File: src/rtl/cpu_sequencer.sv
// cpu_sequencer: multicycle IF/ID/EX/MEM/WB control FSM.
// Sequences one instruction at a time. It issues the stage strobes and handles
// wait-stated instruction and data memories through req/ready handshakes.
// The core stops on halt_req (at a boundary), SYSTEM, illegal opcodes and
// memory timeouts.
//
// state   | meaning
// IDLE    | out of reset, waiting for run
// FETCH   | imem_req high, waiting for imem_ready
// DECODE  | one cycle, classify opcode
// EXECUTE | one cycle, branch retires here
// MEM     | dmem_req high, waiting for dmem_ready, store retires here
// WB      | reg_we + pc_we, retire
// HALT    | stopped, strobes low, run resumes
module cpu_sequencer #(
    parameter int WIDTH   = 32,
    parameter int TIMEOUT = 16
) (
    input  logic             clk,
    input  logic             rst_n,
    input  logic             run,
    input  logic             halt_req,
    input  logic [6:0]       opcode,
    input  logic             imem_ready,
    input  logic             dmem_ready,
    output logic             imem_req,
    output logic             ir_we,
    output logic             dmem_req,
    output logic             dmem_we,
    output logic             pc_we,
    output logic             reg_we,
    output logic             busy,
    output logic             illegal,
    output logic             bus_err,
    output logic [WIDTH-1:0] instret
);
    typedef enum logic [2:0] {
        S_IDLE, S_FETCH, S_DECODE, S_EXECUTE, S_MEM, S_WB, S_HALT
    } state_t;

    typedef enum logic [1:0] {K_ALU, K_LOAD, K_STORE, K_BRANCH} kind_t;

    // Wait budget is a down-counter loaded on entry to FETCH/MEM; a missing
    // ready while it sits at zero is the last permitted wait, hence timeout.
    localparam logic [7:0] WAIT_LOAD = 8'(TIMEOUT - 1);

    state_t     state;
    kind_t      kind;
    logic [7:0] wait_cnt;
    logic       pc_we_q;
    logic       op_legal;
    logic       op_system;
    kind_t      op_kind;
    logic       store_done;
    logic       retire;

    // Opcode classification used in DECODE
    always_comb begin
        op_legal  = 1'b1;
        op_system = 1'b0;
        op_kind   = K_ALU;
        case (opcode)
            7'b0110011, 7'b0010011, 7'b0110111: op_kind = K_ALU;
            7'b0000011: op_kind = K_LOAD;
            7'b0100011: op_kind = K_STORE;
            7'b1100011: op_kind = K_BRANCH;
            7'b1110011: begin
                op_legal  = 1'b0;
                op_system = 1'b1;
            end
            default: op_legal = 1'b0;
        endcase
    end

    // The only ready-dependent strobes: IR load and store completion
    assign store_done = (state == S_MEM) && (kind == K_STORE) && dmem_ready;
    assign ir_we      = (state == S_FETCH) && imem_ready;
    assign pc_we      = pc_we_q | store_done;
    assign retire     = pc_we;

    // Sequencer FSM; strobes are registered alongside the state they belong to
    always_ff @(posedge clk or negedge rst_n) begin
        if (!rst_n) begin
            state    <= S_IDLE;
            kind     <= K_ALU;
            wait_cnt <= '0;
            imem_req <= 1'b0;
            dmem_req <= 1'b0;
            dmem_we  <= 1'b0;
            reg_we   <= 1'b0;
            pc_we_q  <= 1'b0;
            busy     <= 1'b0;
            illegal  <= 1'b0;
            bus_err  <= 1'b0;
        end else begin
            imem_req <= 1'b0;
            dmem_req <= 1'b0;
            dmem_we  <= 1'b0;
            reg_we   <= 1'b0;
            pc_we_q  <= 1'b0;
            case (state)
                S_IDLE, S_HALT: begin
                    if (run) begin
                        state    <= S_FETCH;
                        imem_req <= 1'b1;
                        busy     <= 1'b1;
                        wait_cnt <= WAIT_LOAD;
                        illegal  <= 1'b0;
                        bus_err  <= 1'b0;
                    end
                end
                S_FETCH: begin
                    if (imem_ready) begin
                        state <= S_DECODE;
                    end else if (wait_cnt == '0) begin
                        state   <= S_HALT;
                        busy    <= 1'b0;
                        bus_err <= 1'b1;
                    end else begin
                        wait_cnt <= wait_cnt - 8'd1;
                        imem_req <= 1'b1;
                    end
                end
                S_DECODE: begin
                    if (op_legal) begin
                        state   <= S_EXECUTE;
                        kind    <= op_kind;
                        pc_we_q <= (op_kind == K_BRANCH);
                    end else begin
                        state   <= S_HALT;
                        busy    <= 1'b0;
                        illegal <= !op_system;
                    end
                end
                S_EXECUTE: begin
                    case (kind)
                        K_BRANCH: begin
                            if (halt_req) begin
                                state <= S_HALT;
                                busy  <= 1'b0;
                            end else begin
                                state    <= S_FETCH;
                                imem_req <= 1'b1;
                                wait_cnt <= WAIT_LOAD;
                            end
                        end
                        K_LOAD, K_STORE: begin
                            state    <= S_MEM;
                            dmem_req <= 1'b1;
                            dmem_we  <= (kind == K_STORE);
                            wait_cnt <= WAIT_LOAD;
                        end
                        default: begin
                            state   <= S_WB;
                            reg_we  <= 1'b1;
                            pc_we_q <= 1'b1;
                        end
                    endcase
                end
                S_MEM: begin
                    if (dmem_ready) begin
                        if (kind == K_STORE) begin
                            if (halt_req) begin
                                state <= S_HALT;
                                busy  <= 1'b0;
                            end else begin
                                state    <= S_FETCH;
                                imem_req <= 1'b1;
                                wait_cnt <= WAIT_LOAD;
                            end
                        end else begin
                            state   <= S_WB;
                            reg_we  <= 1'b1;
                            pc_we_q <= 1'b1;
                        end
                    end else if (wait_cnt == '0) begin
                        state   <= S_HALT;
                        busy    <= 1'b0;
                        bus_err <= 1'b1;
                    end else begin
                        wait_cnt <= wait_cnt - 8'd1;
                        dmem_req <= 1'b1;
                        dmem_we  <= (kind == K_STORE);
                    end
                end
                S_WB: begin
                    if (halt_req) begin
                        state <= S_HALT;
                        busy  <= 1'b0;
                    end else begin
                        state    <= S_FETCH;
                        imem_req <= 1'b1;
                        wait_cnt <= WAIT_LOAD;
                    end
                end
                default: begin
                    state <= S_IDLE;
                    busy  <= 1'b0;
                end
            endcase
        end
    end

    // Retired-instruction counter, wraps naturally
    always_ff @(posedge clk or negedge rst_n) begin
        if (!rst_n) begin
            instret <= '0;
        end else if (retire) begin
            instret <= instret + WIDTH'(1);
        end
    end

endmodule

File: config.mk
export PLATFORM = sky130hd
export DESIGN_NAME = cpu_sequencer
export DESIGN_NICKNAME = d
export VERILOG_FILES = /design/src/rtl/cpu_sequencer.sv
export SDC_FILE = /design/constraint.sdc
export NUM_CORES = 1
export LEC_CHECK = 0
export ABC_AREA = 1
export BUFFER_PORTS_ARGS = -buffer_cell sky130_fd_sc_hd__buf_2
export CAP_MARGIN = 0
export CORE_MARGIN = 1.5
export CORE_UTILIZATION = 45
export DETAILED_ROUTE_END_ITERATION = 6
export PLACE_DENSITY_LB_ADDON = 0.12
export SKIP_CTS_REPAIR_TIMING = 1
export SLEW_MARGIN = 25
export SYNTH_ARGS = -nofsm -noshare
export SYNTH_HDL_FRONTEND = slang
export SYNTH_SLANG_ARGS = --single-unit
File: constraint.sdc
create_clock -name clk -period 1.8 [get_ports clk]
set_input_delay 0.18 -clock clk [delete_from_list [all_inputs] [get_ports clk]]
set_output_delay 0.18 -clock clk [all_outputs]
set_load 0.005 [all_outputs]
==> results of run 1 <==
[report_power, final]
part           switching (mW)  internal, mW
sequential              0.209          1.38
combinational            1.25         0.698
clock                   0.411         0.270
[layer usage]
metal  wire [um]  global-route usage, %  part of all wire [%]
met1        3746                  25.50                    43
met2        4435                  39.20                    51
met3         305                  2.653                   3.5
met4         146                  7.179                   1.7
met5           0                      0                     0
[cell type report]
class | count | area [um2]
clock inverter | 3 | 17.52
tap | 102 | 127.6
multi-input combinational | 387 | 1957
inverter | 65 | 251.5
sequential | 53 | 1328
clock buffer | 5 | 68.82
fill | 777 | 3552
timing repair buffer | 67 | 385.4
[through the flow]
step	hold slack, ns	TNS [ns]
global placement	0.1970	0
global route	0.2393	-0.01240
floorplan	-0.1156	0
detailed placement	0.2035	0
CTS	-0.1476	-0.1288
finish	0.2124	0
[state kept, by name, indices dropped and copies added (netlist names)]
signal and cells:
instret 32, busy 1, dmem_req 1, dmem_we 1, kind 2, state 3, bus_err 1, reg_we 1
imem_req 1, wait_cnt 8, illegal 1, pc_we_q 1
[worst max-delay path by stage]
stage	from	to	slack, ns
final	kind[0]	pc_we	0.07
after global routing	state[1]	pc_we	-0.01
after CTS	kind[0]	pc_we	-0.13
after detailed placement	kind[0]	wait_cnt[0]	0.10
after global placement	kind[0]	wait_cnt[1]	0.18
after floorplan	kind[0]	wait_cnt[1]	0.29
[kinds of logic after synthesis]
logic type      Yosys count
simple gates            333
buf+inv                  71
flops                    53
compound gates           24
xor+xnor                 24
fa+ha+maj                 6
[cells in the final DEF, fill, tap and decap left out, drive strengths merged, types with 2 or more instances in the layout]
master / n
buf: 66
nor2: 77
clkbuf: 5
nand4: 9
a21oi: 6
inv: 65
ha: 6
nand3b: 3
nand2: 178
nor3: 15
xnor2: 9
o21ai: 13
o211ai: 3
dfrtp: 53
nand3: 47
clkinv: 2
xor2: 15
nor3b: 2
==> flow_metrics.env, run 1 <==
export IMPL_drt_wl_total_mm=8.634
export IMPL_worst_r2r_path_depth=11
export IMPL_power_mw=4.220
export IMPL_fin_area_um2=4135
export IMPL_r2r_slack_ns=0.14
export IMPL_fp_dieArea_um2=8461
export IMPL_synthMuxAreaShare_pct=0
export IMPL_final_core_util_pct=53.79
export IMPL_crit_required_ns=1.62
export IMPL_syn_nets=530
export IMPL_syn_area_um2=3563
export IMPL_firstDrtPassIters=4
export IMPL_rows=32
export IMPL_crit_type="flip-flop to output port"
export IMPL_viasPerCell=4.988
export IMPL_antenna_cells=0
export IMPL_crit_slowest_cell="dfrtp_1"
export IMPL_synthSimpleGateAreaFrac_pct=42.56
export IMPL_synth_top_family_by_area="simple AND/OR/NAND/NOR gates"
export IMPL_syn_area_per_cell_um2=6.973
export IMPL_end_kind="output port"
export IMPL_crit_fanout=8
export IMPL_crit_buf_inv=3
export IMPL_yosys_top_cells_area="dfrtp_1 37%, nand2_1 18%, nor2_1 7.3%"
export IMPL_place_ws_ns=0.1024
export IMPL_synth_xor_area_share_pct=5.899
export IMPL_hold_viol=0
export IMPL_clk_latency_ns=0.31
export IMPL_p_per_area_nw_per_um2=1020
export IMPL_syn_inst=511
export IMPL_max_slew_margin_rel_pct=70.74
export IMPL_outcome="completed"
export IMPL_ant_nets=0
export IMPL_avgRoutedWirePerCell_um=12.66
export IMPL_cp_cell_sequence="inv_1, ha_4, nand4_4, nand2_8, buf_4, buf_2"
export IMPL_cts_tree="yes"
export IMPL_die_h_um=91.99
export IMPL_setup_viol=0
export IMPL_grt_ovfl_total=0
export IMPL_yosysTopAreaCell="dfrtp_1"
export IMPL_worstMarginPinSlew_ns=0.4355
export IMPL_path_clk_slew_ns=0.09
export IMPL_worst_setup_path_start_kind="flip-flop"
export IMPL_cap_violations=0
export IMPL_min_to="imem_req"
export IMPL_antenna_found_initial=0
export IMPL_start_util_pct=46.35
export IMPL_dp_hpwl_mm=6.738
export IMPL_vias=3402
export IMPL_gp_congestion=0.9461
export IMPL_dominantRegCellSynth="dfrtp_1"
export IMPL_portBuffers=53
export IMPL_drt_iter0_drc=173
export IMPL_htree_levels=2
export IMPL_synth_top_area_share_pct=37.22
export IMPL_synth_compound_area_share_pct=3.687
export IMPL_arrival_ns=1.55
export IMPL_cp_depth=6
export IMPL_ys_ff_latch=53
export IMPL_dp_cells=668
export IMPL_drc=0
export IMPL_clock_path_buffers=2
export IMPL_min_period_ns=1.730
export IMPL_num_io_pins=54
export IMPL_worstHoldStart="halt_req"
export IMPL_cts_buffers=5
export IMPL_synthAdderAreaFrac_pct=2.107
export IMPL_cpPeakStageDelay_ns=0.39
export IMPL_r2r_start="kind[0]"
export IMPL_ir_drop_uv=631.9
export IMPL_timing_fmax_ghz=0.5782
export IMPL_hp_class="input port to flip-flop"
export IMPL_fin_crit_sh_pct=96.09
export IMPL_nets=598
export IMPL_cts_root_buf="clkbuf_8"
export IMPL_cts_num_sinks=53
export IMPL_gr_usage_all_layers_pct=21.33
export IMPL_final_layout_size_suffix_gt1_share_pct=18.79
export IMPL_cpLargestDelayFamily="buffers and inverters"
export IMPL_grt_first_pass_wirelength_mm=14.54
export IMPL_first_global_vias=3297
export IMPL_ys_warnings_count=0
export IMPL_die_w_um=91.99
export IMPL_fin_worst_skew_ns=0.01500
export IMPL_synth_common_cells="167 x nand2_1, 69 x nor2_1, 60 x inv_1"
export IMPL_synth_edf_count=0
export IMPL_fin_ws_ns=0.07035
export IMPL_power_leakage_nw=2.211
export IMPL_ys_types=38
export IMPL_whs_path_depth=2
export IMPL_synth_yosys_seq_area_share_pct=37.22
export IMPL_ys_async_sr_fraction_pct=100.0
export IMPL_layoutNonFillerInstCount=682
export IMPL_yosysMostFrequentCell="nand2_1"
export IMPL_finalMaxSlewViolations=0
export IMPL_place_area_um2=3976
export IMPL_core_um2=7687
export IMPL_grt_max_degree=54
export IMPL_reg2reg_to="wait_cnt[0]"
export IMPL_area_growth_pct=16.05
No activity file was read; power rests on OpenSTA's default activity.
==> run 2: changes to the inputs <==
CORE_UTILIZATION = 58   (was 45)
==> run 2 against run 1 <==
Net effect: power is 2.1% higher; clock skew is 0.0034 ns lower; sequential power grew 4%; final area down 0.27%; largest cell class unchanged; hold slack got worse by 0.0063 ns.
==> flow_metrics.env, run 2 (synthesis results as in run 1) <==
export IMPL_cts_num_sinks=53
export IMPL_dp_cells=640
export IMPL_place_ws_ns=0.1094
export IMPL_timing_fmax_ghz=0.5758
export IMPL_outcome="completed"
export IMPL_rsz0062_at_grt="yes"
export IMPL_largest_reg_flops=32
export IMPL_fin_crit_sh_pct=96.48
export IMPL_power_mw=4.311
export IMPL_num_io_pins=54
export IMPL_holdWs_ns=0.2060
export IMPL_cts_root_buf="clkbuf_8"
export IMPL_p_per_area_nw_per_um2=1045
export IMPL_min_period_ns=1.737
export IMPL_clk_latency_ns=0.31
export IMPL_nets=599
export IMPL_fin_worst_skew_ns=0.01156
export IMPL_cap_violations=0
export IMPL_crit_type="flip-flop to output port"
export IMPL_end_kind="output port"
export IMPL_core_um2=5921
export IMPL_fin_ws_ns=0.06341
export IMPL_first_global_vias=3301
export IMPL_max_slew_margin_rel_pct=70.75
export IMPL_worstMarginPinSlew_ns=0.4354
export IMPL_area_growth_pct=15.73
export IMPL_drt_iter0_drc=221
export IMPL_busiest_layer="met2"
export IMPL_seqCellArea_um2=1331
export IMPL_power_leakage_nw=2.214
export IMPL_drc=0
export IMPL_multi_input_area_um2=1973
export IMPL_arrival_ns=1.56
export IMPL_final_layout_size_suffix_gt1_share_pct=20.00
export IMPL_layout_commonest_cell="nand2_1"
export IMPL_grt_ovfl_total=0
export IMPL_drt_wl_total_mm=8.987
export IMPL_layoutNonFillerInstCount=655
export IMPL_finalMaxSlewViolations=0
export IMPL_grt_first_pass_wirelength_mm=14.63
export IMPL_avgRoutedWirePerCell_um=13.72
export IMPL_crit_fanout=12
export IMPL_cts_buffers=5
export IMPL_antenna_cells=0
export IMPL_portBuffers=53
export IMPL_vias=3502
export IMPL_largest_register="instret"
export IMPL_dp_hpwl_mm=6.972
export IMPL_worst_setup_path_start_kind="flip-flop"
export IMPL_top_regs="instret x32, wait_cnt x8, state x3"
export IMPL_die_w_um=81.38
export IMPL_clock_path_buffers=2
export IMPL_crit_required_ns=1.62
export IMPL_rows=28
export IMPL_die_h_um=81.38
export IMPL_use_met2_pct=53.31
export IMPL_fp_dieArea_um2=6623
export IMPL_start_util_pct=60.19
export IMPL_setup_viol=0
export IMPL_grt_max_degree=26
export IMPL_hp_class="input port to flip-flop"
export IMPL_path_clk_slew_ns=0.10
export IMPL_hold_viol=0
export IMPL_ant_nets=0
export IMPL_grt_use_met3_pct=4.944
export IMPL_gr_usage_all_layers_pct=28.84
export IMPL_viasPerCell=5.347
export IMPL_final_cell_mix="166 x nand2_1, 68 x nor2_1, 58 x inv_1, 53 x buf_2, 49 x dfrtp_1"
export IMPL_use_met1_pct=33.43
export IMPL_gp_congestion=0.9207
export IMPL_firstDrtPassIters=4
export IMPL_cts_tree="yes"
export IMPL_finalSetupTns_ns=0
export IMPL_ir_drop_uv=657.9
export IMPL_htree_levels=2
export IMPL_antenna_found_initial=0
export IMPL_fillCellCount=537
export IMPL_r2r_slack_ns=0.13
-- run 2: cell count changes in the layout (fill, tap and decap cells not counted), sizes merged --
cell,previous run,this run
clkbuf,5,6
buf,66,67
clkinv,2,0
-- run 2: final timing paths --
check | startpoint | endpoint | depth (start not counted)
worst max-delay path | state[0] | pc_we | 5
worst min-delay path | run | imem_req | 3
worst max register to register | state[0] | instret[24] | 10
worst min register to register | wait_cnt[5] | wait_cnt[5] | 2
max in group asynchronous | rst_n | state[0] | 3
min in group asynchronous | rst_n | instret[15] | 2
-- run 2: layout make-up --
cell class	count	share of cell area, %
clock inverters	1	0.1820
clock buffers	6	2.002
flip-flops and latches	53	32.28
well taps	75	2.275
multi-input cells	387	47.85
repair buffers	68	9.314
inverters	65	6.098
-- run 2: stage by stage --
stage	utilization, %	cell area, um2
4_1_cts	67.77	4013
3_5_place_dp	66.25	3923
6_report	69.65	4124
2_1_floorplan	-	3563
3_3_place_gp	66.25	3923
5_1_grt	69.65	4124
-- run 2: routing by layer --
metal	wire length, um	up-vias	share of wire [%]
met3	429	15	4.8
met1	3709	1646	41
li1	-	1734	-
met4	165	0	1.8
met2	4683	107	52
met5	0	-	0
-- run 2: where the power goes --
part / internal [mW] / switching (mW) / leakage [nW]
sequential: 1.39 / 0.259 / 0.660
combinational: 0.705 / 1.24 / 1.51
clock: 0.305 / 0.408 / 0.0433
-- run 2: critical path, stage by stage, from the launching register on --
cell and delay [ns]:
dfrtp_2 0.50, nor2_4 0.20, nand4_4 0.13, nand2_8 0.15, buf_6 0.14, buf_2 0.11
